File: config.mk
export PLATFORM = sky130hd
export DESIGN_NAME = comp_arbiter_flat
export DESIGN_NICKNAME = d
export VERILOG_FILES = /design/src/rtl/comp_pkg.sv /design/src/rtl/comp_arbiter_if.sv /design/src/rtl/comp4b.sv /design/src/rtl/comp_arbiter.sv /design/src/flat_wrapper.sv
export SDC_FILE = /design/constraint.sdc
export NUM_CORES = 1
export LEC_CHECK = 0
export ABC_CLOCK_PERIOD_IN_PS = 4000
export CAP_MARGIN = 25
export CORE_ASPECT_RATIO = 1.2
export CORE_UTILIZATION = 40
export DETAILED_ROUTE_END_ITERATION = 12
export GPL_TIMING_DRIVEN = 0
export PLACE_DENSITY = 0.7
export SYNTH_ARGS = -nofsm -noshare
export SYNTH_HDL_FRONTEND = slang
export SYNTH_SLANG_ARGS = --single-unit
File: constraint.sdc
create_clock -name clk -period 4 [get_ports clk]
set_clock_uncertainty 0.05 [all_clocks]
set_input_delay 0.8 -clock clk [delete_from_list [all_inputs] [get_ports clk]]
set_output_delay 0.8 -clock clk [all_outputs]
set_load 0.005 [all_outputs]
File: src/rtl/comp_pkg.sv
// comp_pkg: shared defaults and FSM state encoding for the comparator arbiter
package comp_pkg;
  localparam int WIDTH_DEF = 4;
  localparam int CNT_W_DEF = 8;
  typedef enum logic [1:0] {IDLE = 2'd0, CMP = 2'd1, HOLD = 2'd2} state_t;
endpackage

File: src/rtl/comp_arbiter_if.sv
// comp_arbiter_if: two requester operand handshakes plus the shared result handshake
interface comp_arbiter_if import comp_pkg::*; #(parameter int WIDTH = WIDTH_DEF);
  logic             req0_valid, req1_valid, req0_ready, req1_ready;
  logic [WIDTH-1:0] req0_a, req0_b, req1_a, req1_b;
  logic             resp_valid, resp_ready, resp_id, resp_l, resp_g, resp_e;
  modport slave (
    input  req0_valid, req0_a, req0_b, req1_valid, req1_a, req1_b, resp_ready,
    output req0_ready, req1_ready, resp_valid, resp_id, resp_l, resp_g, resp_e
  );
  modport master (
    output req0_valid, req0_a, req0_b, req1_valid, req1_a, req1_b, resp_ready,
    input  req0_ready, req1_ready, resp_valid, resp_id, resp_l, resp_g, resp_e
  );
endinterface

File: src/rtl/comp4b.sv
// comp4b: unsigned magnitude comparator producing less/greater/equal flags
module comp4b import comp_pkg::*; #(
  parameter int WIDTH = WIDTH_DEF
) (
  input  logic [WIDTH-1:0] a,
  input  logic [WIDTH-1:0] b,
  output logic             l,
  output logic             g,
  output logic             e
);
  assign l = a < b;
  assign g = a > b;
  assign e = a == b;
endmodule

File: src/rtl/comp_arbiter.sv
// comp_arbiter: round-robin arbiter feeding one shared comparator with a held, counted response
module comp_arbiter import comp_pkg::*; #(
  parameter int WIDTH = WIDTH_DEF,
  parameter int CNT_W = CNT_W_DEF
) (
  input  logic             clk,
  input  logic             rst,
  comp_arbiter_if.slave    bus,
  output logic [CNT_W-1:0] done_cnt
);
  state_t state, state_nx;
  logic last, gnt1, accept, hs, cap_id, cl, cg, ce;
  logic [WIDTH-1:0] cap_a, cap_b;
  comp4b #(.WIDTH(WIDTH)) u_cmp (.a(cap_a), .b(cap_b), .l(cl), .g(cg), .e(ce));
  always_comb gnt1 = bus.req1_valid && (!bus.req0_valid || !last);
  always_comb begin
    bus.req0_ready = !rst && state == IDLE && bus.req0_valid && !gnt1;
    bus.req1_ready = !rst && state == IDLE && gnt1;
    bus.resp_valid = state == HOLD;
  end
  always_comb begin
    accept   = bus.req0_ready || bus.req1_ready;
    hs       = bus.resp_valid && bus.resp_ready;
    state_nx = state == IDLE ? (accept ? CMP : IDLE) : state == CMP ? HOLD : (hs ? IDLE : HOLD);
  end
  always_ff @(posedge clk)
    if (rst) state <= IDLE;
    else state <= state_nx;
  always_ff @(posedge clk) begin
    if (rst) begin
      last         <= 1'b1;
      done_cnt     <= '0;
      cap_a        <= '0;
      cap_b        <= '0;
      cap_id       <= 1'b0;
      bus.resp_id  <= 1'b0;
      bus.resp_l   <= 1'b0;
      bus.resp_g   <= 1'b0;
      bus.resp_e   <= 1'b0;
    end else begin
      if (accept) begin
        cap_a  <= gnt1 ? bus.req1_a : bus.req0_a;
        cap_b  <= gnt1 ? bus.req1_b : bus.req0_b;
        cap_id <= gnt1;
      end
      if (state == CMP) begin
        bus.resp_id <= cap_id;
        bus.resp_l  <= cl;
        bus.resp_g  <= cg;
        bus.resp_e  <= ce;
      end
      if (hs) begin
        last <= bus.resp_id;
        if (!(&done_cnt)) done_cnt <= done_cnt + CNT_W'(1);
      end
    end
  end
endmodule

File: src/flat_wrapper.sv
// flat-port wrapper written by rule: the top's interface ports become plain ports
module comp_arbiter_flat import comp_pkg::*;
#(
  parameter int WIDTH = WIDTH_DEF,
  parameter int CNT_W = CNT_W_DEF
)
  (clk, rst, done_cnt, bus_req0_valid, bus_req0_a, bus_req0_b, bus_req1_valid, bus_req1_a, bus_req1_b, bus_resp_ready, bus_req0_ready, bus_req1_ready, bus_resp_valid, bus_resp_id, bus_resp_l, bus_resp_g, bus_resp_e);
  comp_arbiter_if #(.WIDTH(WIDTH)) bus_i ();
  input  logic clk;
  input  logic rst;
  output logic [CNT_W-1:0] done_cnt;
  input wire logic [$bits(bus_i.req0_valid)-1:0] bus_req0_valid;
  input wire logic [$bits(bus_i.req0_a)-1:0] bus_req0_a;
  input wire logic [$bits(bus_i.req0_b)-1:0] bus_req0_b;
  input wire logic [$bits(bus_i.req1_valid)-1:0] bus_req1_valid;
  input wire logic [$bits(bus_i.req1_a)-1:0] bus_req1_a;
  input wire logic [$bits(bus_i.req1_b)-1:0] bus_req1_b;
  input wire logic [$bits(bus_i.resp_ready)-1:0] bus_resp_ready;
  output wire logic [$bits(bus_i.req0_ready)-1:0] bus_req0_ready;
  output wire logic [$bits(bus_i.req1_ready)-1:0] bus_req1_ready;
  output wire logic [$bits(bus_i.resp_valid)-1:0] bus_resp_valid;
  output wire logic [$bits(bus_i.resp_id)-1:0] bus_resp_id;
  output wire logic [$bits(bus_i.resp_l)-1:0] bus_resp_l;
  output wire logic [$bits(bus_i.resp_g)-1:0] bus_resp_g;
  output wire logic [$bits(bus_i.resp_e)-1:0] bus_resp_e;
  assign bus_i.req0_valid = bus_req0_valid;
  assign bus_i.req0_a = bus_req0_a;
  assign bus_i.req0_b = bus_req0_b;
  assign bus_i.req1_valid = bus_req1_valid;
  assign bus_i.req1_a = bus_req1_a;
  assign bus_i.req1_b = bus_req1_b;
  assign bus_i.resp_ready = bus_resp_ready;
  assign bus_req0_ready = bus_i.req0_ready;
  assign bus_req1_ready = bus_i.req1_ready;
  assign bus_resp_valid = bus_i.resp_valid;
  assign bus_resp_id = bus_i.resp_id;
  assign bus_resp_l = bus_i.resp_l;
  assign bus_resp_g = bus_i.resp_g;
  assign bus_resp_e = bus_i.resp_e;
  comp_arbiter #(.WIDTH(WIDTH), .CNT_W(CNT_W)) u_core (.clk(clk), .rst(rst), .bus(bus_i), .done_cnt(done_cnt));
endmodule
### Yosys cells after proc, flatten, opt, wreduce, memory -nomap -nowiden

Index checks and enable logic that the tools add are counted.

| operators by class | value |
|---|---|
| bitwise operators | 1 |
| eq/ne operators | 3 |
| order comparisons | 2 |
| reduce and logical (&&, ||, !) cells | 15 |
| mux-type cells | 6 |
| $add $sub $neg | 1 |

Operators by type and width:

| operator | number |
|---|---|
| adder 8 x 1 -> 8 bit (second input constant) | 1 |
| 2-to-1 mux 4 bit | 2 |
| AND reduction 8 bit | 1 |
| logical AND 1 bit | 6 |
| 2-to-1 mux 2 bit | 3 |
| == test 4 bit | 1 |
| greater-than comparator 4 bit | 1 |
| zero test 1 bit | 4 |
| less-than comparator 4 bit | 1 |
| == test 2 x 1 -> 1 bit (second input constant) | 1 |
| == test 2 bit (second input constant) | 1 |
| zero test 2 bit | 1 |
| logical OR 1 bit | 2 |
| AND reduction 2 bit | 1 |
| 2-to-1 mux 1 bit | 1 |
| NOT 1 bit | 1 |

| storage, ports and cells | value |
|---|---|
| output and inout bits | 15 |
| word-level logic and storage cells | 38 |
| bits in registers | 24 |

### Longest topological paths before layout

Gate-level depths: netlist of run 1.

| logic depth | value |
|---|---|
| depth in word-level cells | 8 |
| gate-level depth with buffers | 6 |
| depth with buffers taken out | 6 |

### By module

A second synthesis of run 1 with hierarchy kept.

| second synthesis, totals | value |
|---|---|
| cells, all modules | 141 |
| area, all modules | 1,343.8 µm² |

By module, submodules not included:

| module | instances | cells each | area an instance (µm²) |
|---|---|---|---|
| comp_arbiter | 1 | 125 | 1,214.9 |
| comp4b | 1 | 16 | 128.9 |

### Worst setup path after synthesis of run 1

Ideal clock, no wire load.

| path | value |
|---|---|
| path type | input to output |
| start point | input port bus_req0_valid |
| end point | output port bus_req0_ready |
| path slack | 1.930 ns |
| arrival | 1.220 ns |
| cell stages on the path | 3 |
| cell sequence | nand2_1 nand2_1 and3_1 |

| between the ends | value |
|---|---|
| longest elaborated chain between the ends | 5 |
| elaborated cells between the ends (all ways) | 6 |

RTL lines:

| element | line | text |
|---|---|---|
| start, declared | flat_wrapper.sv:12 | `input wire logic [$bits(bus_i.req0_valid)-1:0] bus_req0_valid;` |
| zero test 1 bit | comp_arbiter.sv:15 | `always_comb gnt1 = bus.req1_valid && (!bus.req0_valid \|\| !last);` |
| logical OR 1 bit | comp_arbiter.sv:15 |  |
| logical AND 1 bit | comp_arbiter.sv:15 |  |
| zero test 1 bit | comp_arbiter.sv:17 | `bus.req0_ready = !rst && state == IDLE && bus.req0_valid && !gnt1;` |
| logical AND 1 bit * | comp_arbiter.sv:17 |  |
| end, declared | flat_wrapper.sv:19 | `output wire logic [$bits(bus_i.req0_ready)-1:0] bus_req0_ready;` |

Every way passes the cells marked *; elsewhere a longest branch is shown, timed or not.

### Final worst setup path of run 1

Ends and elaborated chain as after synthesis.

==> results.json, run 1 <==
{
  "antenna_found_initial": 0,
  "holdPathStages": 2,
  "period_share_pct": 81.4,
  "layout_commonest_cell": "clkdlybuf4s50_1",
  "top_usage_layer": "met2",
  "htreeDepth": 1,
  "power_mw": 0.491,
  "max_slew_margin_pct": 69.5,
  "post-cts-setup-buffer-count": 0,
  "synth_warnings": 0,
  "path_clk_slew_ns": 0.13,
  "seq_power_share_pct": 53.7,
  "firstDrtPassIters": 4,
  "setup.worst_path.class": "in2out",
  "crit_chain": "clkdlybuf4s50_1 -> nand2_1 -> nand2_1 -> and3_1 -> clkdlybuf4s50_1",
  "post_dp_cell_area_sq_um": 1550,
  "met2_usage_pct": 35.0,
  "cp.arrival_ns": 2.41,
  "syn2layout_area_growth_pct": 37.1,
  "hold_viol_final": 0,
  "syn_nets": 167,
  "first_iter_violations": 11,
  "reg2reg_from": "u_core.done_cnt[0]",
  "drc": 0,
  "grt_pass1_wl_mm": 4.46,
  "final_util_pct": 60.2,
  "cts_buffer_depth": 2,
  "p_sw_share_pct": 26.2,
  "setup_tns_ns": 0,
  "r2r_end": "u_core.done_cnt[5]",
  "syn-instance-count": 141,
  "avgViaCountPerCell": 5.12,
  "yosysSeqAreaShare_pct": 41.6,
  "grt_setup_unrepaired": "false",
  "die_height_microns": 60.8,
  "tritoncts": "built",
  "crit_required_ns": 3.15,
  "n_antenna_cell": 0,
  "grt_start_max_net_pins": 14,
  "holdWs_ns": 0.428,
  "die-area_sq_um": 3100,
  "post-dp-hpwl_mm": 1.99,
  "path_max_fanout": 9,
  "fill_cells": 263,
  "track_usage_pct": 19.3,
  "max-vdd-ir-drop_uv": 230,
  "switchingPower_mw": 0.129,
  "endpoint_kind": "output port",
  "layout_min_cycle_time_ns": 3.26,
  "layout_common_cells": "clkdlybuf4s50_1 (35), nand2_1 (27), dfxtp_1 (24)",
  "async_flop_share_pct": 0,
  "worstSetupStartpointType": "primary input",
  "setup_viol": 0,
  "status": "complete, no violations",
  "drv_slew": 0,
  "pre_cts_slack_ns": 0.738,
  "wl_per_cell_microns": 12.5,
  "antenna_left": 0,
  "cts_hold_buffers": 0,
  "leakage_nw": 0.617,
  "core_area_sq_um": 2630,
  "hp-start": "u_core.last",
  "wl_mm": 2.67,
  "grt_use_met3_pct": 2.26,
  "drive_gt1_share_pct": 5.56,
  "fin_nets": 207,
  "io_pins": 36,
  "worst_slew_pin_slew_ns": 0.458,
  "power_density_nw_per_um2": 311,
  "start_util_pct": 43.9,
  "r2r_cells": 5,
  "grt_pass1_vias": 1043,
  "holdCritPathClass": "reg2reg",
  "critPathLaunch": "bus_req0_valid",
  "ctsResizeCount": 0,
  "cts_root_buf": "clkbuf_4",
  "die_w_microns": 51.0,
  "min_to": "u_core.last",
  "cts_inserted_buffers": 3,
  "vias": 1090,
  "r2r_slack_ns": 2.46,
  "cpPeakStageDelay_ns": 0.53,
  "synth.cell_area_sq_um": 1150,
  "groute.layer.met1.usage_pct": 23.0,
  "cts_sinks": 24,
  "combinationalPowerShare_pct": 19.7,
  "layout.cells.non_filler": 213,
  "fin_ws_ns": 0.743,
  "avgSynthCellArea_sq_um": 8.18,
  "portBuffers": 35,
  "ys.flop_type": "dfxtp_1",
  "rows": 20,
  "yosys_register_bits": 24,
  "dpl.cell_count": 209,
  "power.clock.fraction_pct": 26.6,
  "cp_slowest_cell": "clkdlybuf4s50_1",
  "ys_types": 34,
  "drv_cap": 0,
  "gp_congestion": 0.848,
  "finalInstanceArea_sq_um": 1580,
  "grt-ovfl-total": 0,
  "clk_latency_ns": 0.32,
  "max_freq_mhz": 307,
  "p_int_mw": 0.362,
  "synth_edf_count": 0
}
## final cells by class
cell class	count	area (sq um)	area share, %
Buffer	5	23.8	1.50
Clock buffer	4	36.3	2.29
Inverter	8	30.0	1.90
Multi-Input combinational cell	104	619	39.2
Sequential cell	24	480	30.4
Tap cell	33	41.3	2.61
Timing Repair Buffer	35	350	22.2
## registers in the layout, indices dropped and copies added, names as in the netlist
signal              count
u_core.cap_b            4
u_core.last             1
u_core.bus.resp_id      1
u_core.state            2
u_core.done_cnt         8
u_core.cap_a            4
u_core.bus.resp_e       1
u_core.cap_id           1
u_core.bus.resp_g       1
u_core.bus.resp_l       1
## synthesized netlist by cell type, drive strengths merged (3+ instances only)
master  count  share of area [%]
nand2      27                8.8
dfxtp      24                 42
o21ai      10                4.3
nor2        9                2.9
a31oi       8                4.3
inv         8                2.6
nor3        7                3.5
a21oi       5                2.2
ha          5                5.4
nand3       5                2.6
and3        4                2.2
clkbuf      3               0.98
mux2i       3                2.6
nor2b       3                1.6
## metal layers
layer / vias up / part of all wire (%)
li1: 576 / -
met1: 485 / 46
met2: 24 / 49
met3: 5 / 3.2
met4: 0 / 1.5
met5: - / 0
## cell families after synthesis
kind of cell | Yosys count | synth area share [%]
flip-flops | 24 | 41.6
buffers and inverters | 13 | 4.66
XOR/XNOR | 1 | 0.759
AND/OR/NAND/NOR | 63 | 26.2
multiplexers | 3 | 2.60
adder cells (fa/ha/maj) | 5 | 5.42
AO/OA/AOI/OAI | 32 | 18.7
## power groups by stage
stage / clock network, mW / registers (mW) / logic, mW
global route: 0.139 / 0.266 / 0.110
finish: 0.130 / 0.264 / 0.0969
detailed placement: 0 / 0.269 / 0.0970
floorplan: 0 / 0.267 / 0.0515
global placement: 0 / 0.269 / 0.0956
CTS: 0.133 / 0.264 / 0.0978
## worst max path at each step
stage | to | slack [ns] | cells past startpoint
2_1_floorplan | bus_req0_ready | 1.93 | 3
3_3_place_gp | bus_req0_ready | 0.75 | 5
3_5_place_dp | bus_req0_ready | 0.74 | 5
4_1_cts | bus_req0_ready | 0.73 | 5
5_1_grt | bus_req0_ready | 0.66 | 5
6_report | bus_req0_ready | 0.74 | 5
## worst max-delay path, delay by kind of cell
family                 cells  cell delay, ns
buffers and inverters      2            1.03
and+or+nand+nor            3            0.57
Power figures use the tool's default switching activity.
==> inputs of run 2 (changes only) <==
--- a/config.mk
+++ b/config.mk
@@ -5,13 +5,13 @@
 export SDC_FILE = /design/constraint.sdc
 export NUM_CORES = 1
 export LEC_CHECK = 0
-export ABC_CLOCK_PERIOD_IN_PS = 4000
+export ABC_CLOCK_PERIOD_IN_PS = 2900
 export CAP_MARGIN = 25
 export CORE_ASPECT_RATIO = 1.2
 export CORE_UTILIZATION = 40
 export DETAILED_ROUTE_END_ITERATION = 12
 export GPL_TIMING_DRIVEN = 0
-export PLACE_DENSITY = 0.7
+export PLACE_DENSITY = 0.73
 export SYNTH_ARGS = -nofsm -noshare
 export SYNTH_HDL_FRONTEND = slang
 export SYNTH_SLANG_ARGS = --single-unit
==> constraint.sdc (replaced) <==
create_clock -name clk -period 2.9 [get_ports clk]
set_clock_uncertainty 0.05 [all_clocks]
set_input_delay 0.58 -clock clk [delete_from_list [all_inputs] [get_ports clk]]
set_output_delay 0.58 -clock clk [all_outputs]
set_load 0.005 [all_outputs]
==> results.json, run 2 (synthesized netlist as in run 1, its figures left out) <==
{
  "status": "complete, no violations",
  "path_clk_slew_ns": 0.13,
  "clk_latency_ns": 0.32,
  "max-vdd-ir-drop_uv": 307,
  "holdWs_ns": 0.444,
  "largest_reg_flops": 8,
  "max_slew_margin_pct": 69.9,
  "first_iter_violations": 46,
  "gp_congestion": 0.803,
  "track_usage_pct": 18.3,
  "largestRegisters": "u_core.done_cnt x8, u_core.cap_a x4, u_core.cap_b x4",
  "leakage_nw": 0.624,
  "regArea_sq_um": 480,
  "holdCritPathClass": "reg2reg",
  "setup_viol": 0,
  "cts_root_buf": "clkbuf_4",
  "worstSetupStartpointType": "primary input",
  "syn2layout_area_growth_pct": 38.5,
  "cts_hold_buffers": 0,
  "vias": 1111,
  "cts_sinks": 24,
  "post-dp-hpwl_mm": 2.00,
  "die_w_microns": 51.0,
  "io_pins": 36,
  "path_max_fanout": 9,
  "cp.arrival_ns": 2.15,
  "layout_common_cells": "clkdlybuf4s50_1 (35), nand2_1 (27), dfxtp_1 (24)",
  "firstDrtPassIters": 4,
  "hold_viol_final": 0,
  "antenna_left": 0,
  "cts_inserted_buffers": 3,
  "die_height_microns": 60.8,
  "fill_cells": 240,
  "cts_buffer_depth": 2,
  "antenna_found_initial": 0,
  "worst_slew_pin_slew_ns": 0.452,
  "drv_cap": 0,
  "final_util_pct": 60.8,
  "drive_gt1_share_pct": 5.56,
  "period_share_pct": 95.8,
  "drc": 0,
  "crit_chain": "clkdlybuf4s50_1 -> nand2_1 -> nand2_1 -> and3_1 -> clkdlybuf4s50_1",
  "grt_setup_unrepaired": "false",
  "grt_pass1_vias": 1055,
  "die-area_sq_um": 3100,
  "cp_slowest_cell": "clkdlybuf4s50_1",
  "start_util_pct": 43.9,
  "max_freq_mhz": 360,
  "setup.worst_path.class": "in2out",
  "avgViaCountPerCell": 5.22,
  "crit_required_ns": 2.27,
  "ctsResizeCount": 0,
  "grt_pass1_wl_mm": 4.33,
  "tritoncts": "built",
  "rows": 20,
  "fin_nets": 207,
  "largest_register": "u_core.done_cnt",
  "drv_slew": 0,
  "cpPeakStageDelay_ns": 0.54,
  "critPathBufInv": 2,
  "endpoint_kind": "output port",
  "power_mw": 0.739,
  "crit_family": "buffers and inverters",
  "layout_commonest_cell": "clkdlybuf4s50_1",
  "htreeDepth": 1,
  "grt_start_max_net_pins": 15,
  "layout_min_cycle_time_ns": 2.78,
  "multiInputGateArea_sq_um": 619,
  "wl_per_cell_microns": 12.1,
  "post-cts-setup-buffer-count": 0,
  "grt-ovfl-total": 0,
  "n_antenna_cell": 0,
  "core_area_sq_um": 2630,
  "portBuffers": 35,
  "wl_mm": 2.57,
  "setup_tns_ns": 0,
  "power_density_nw_per_um2": 462
}
## run 2: cell types whose count changed in the layout (fill, tap and decap cells not counted), sizes merged
cell	previous run	this run
bufinv	0	1
clkbuf	7	6
## run 2: layout make-up
type | count | share of cell area (%)
plain buffers | 5 | 1.49
clock buffers | 3 | 1.41
clock inverters | 1 | 1.88
inverters | 8 | 1.88
multi-input cells | 104 | 38.8
flip-flops and latches | 24 | 30.1
well taps | 33 | 2.58
repair buffers | 35 | 21.9
## run 2: final timing paths
path | to | slack [ns] | from | cells after the start
worst min register to register | u_core.bus.resp_l | 0.44 | u_core.bus.resp_l | 2
worst min-delay path | u_core.bus.resp_l | 0.44 | u_core.bus.resp_l | 2
worst max-delay path | bus_req0_ready | 0.12 | bus_req0_valid | 5
worst max register to register | u_core.done_cnt[1] | 1.33 | u_core.done_cnt[0] | 5
## run 2: metrics by stage
stage,cells,setup WS (ns),area (sq um)
after floorplan,141,1.27,1150
after global placement,209,0.146,1550
after detailed placement,209,0.132,1550
after CTS,213,0.131,1600
after global routing,213,0.0354,1600
final,213,0.122,1600
## run 2: power by group
| part | switching, mW | total (mW) | internal (mW) |
|---|---|---|---|
| clock network | 0.102 | 0.242 | 0.140 |
| logic | 0.0596 | 0.132 | 0.0726 |
| registers | 0.0139 | 0.364 | 0.350 |
| total | 0.176 | 0.739 | 0.563 |
## run 2: layer usage
layer	routed length, microns	track usage (%)
met1	1210	22.1
met4	29	7.94
met5	0	0
met3	91	3.26
met2	1240	31.8
## run 2: worst min-delay path, delay by kind of cell, from the launching register on
kind            cells  cell delay [ns]
flops               1             0.34
compound gates      1             0.06
simple gates        1             0.06
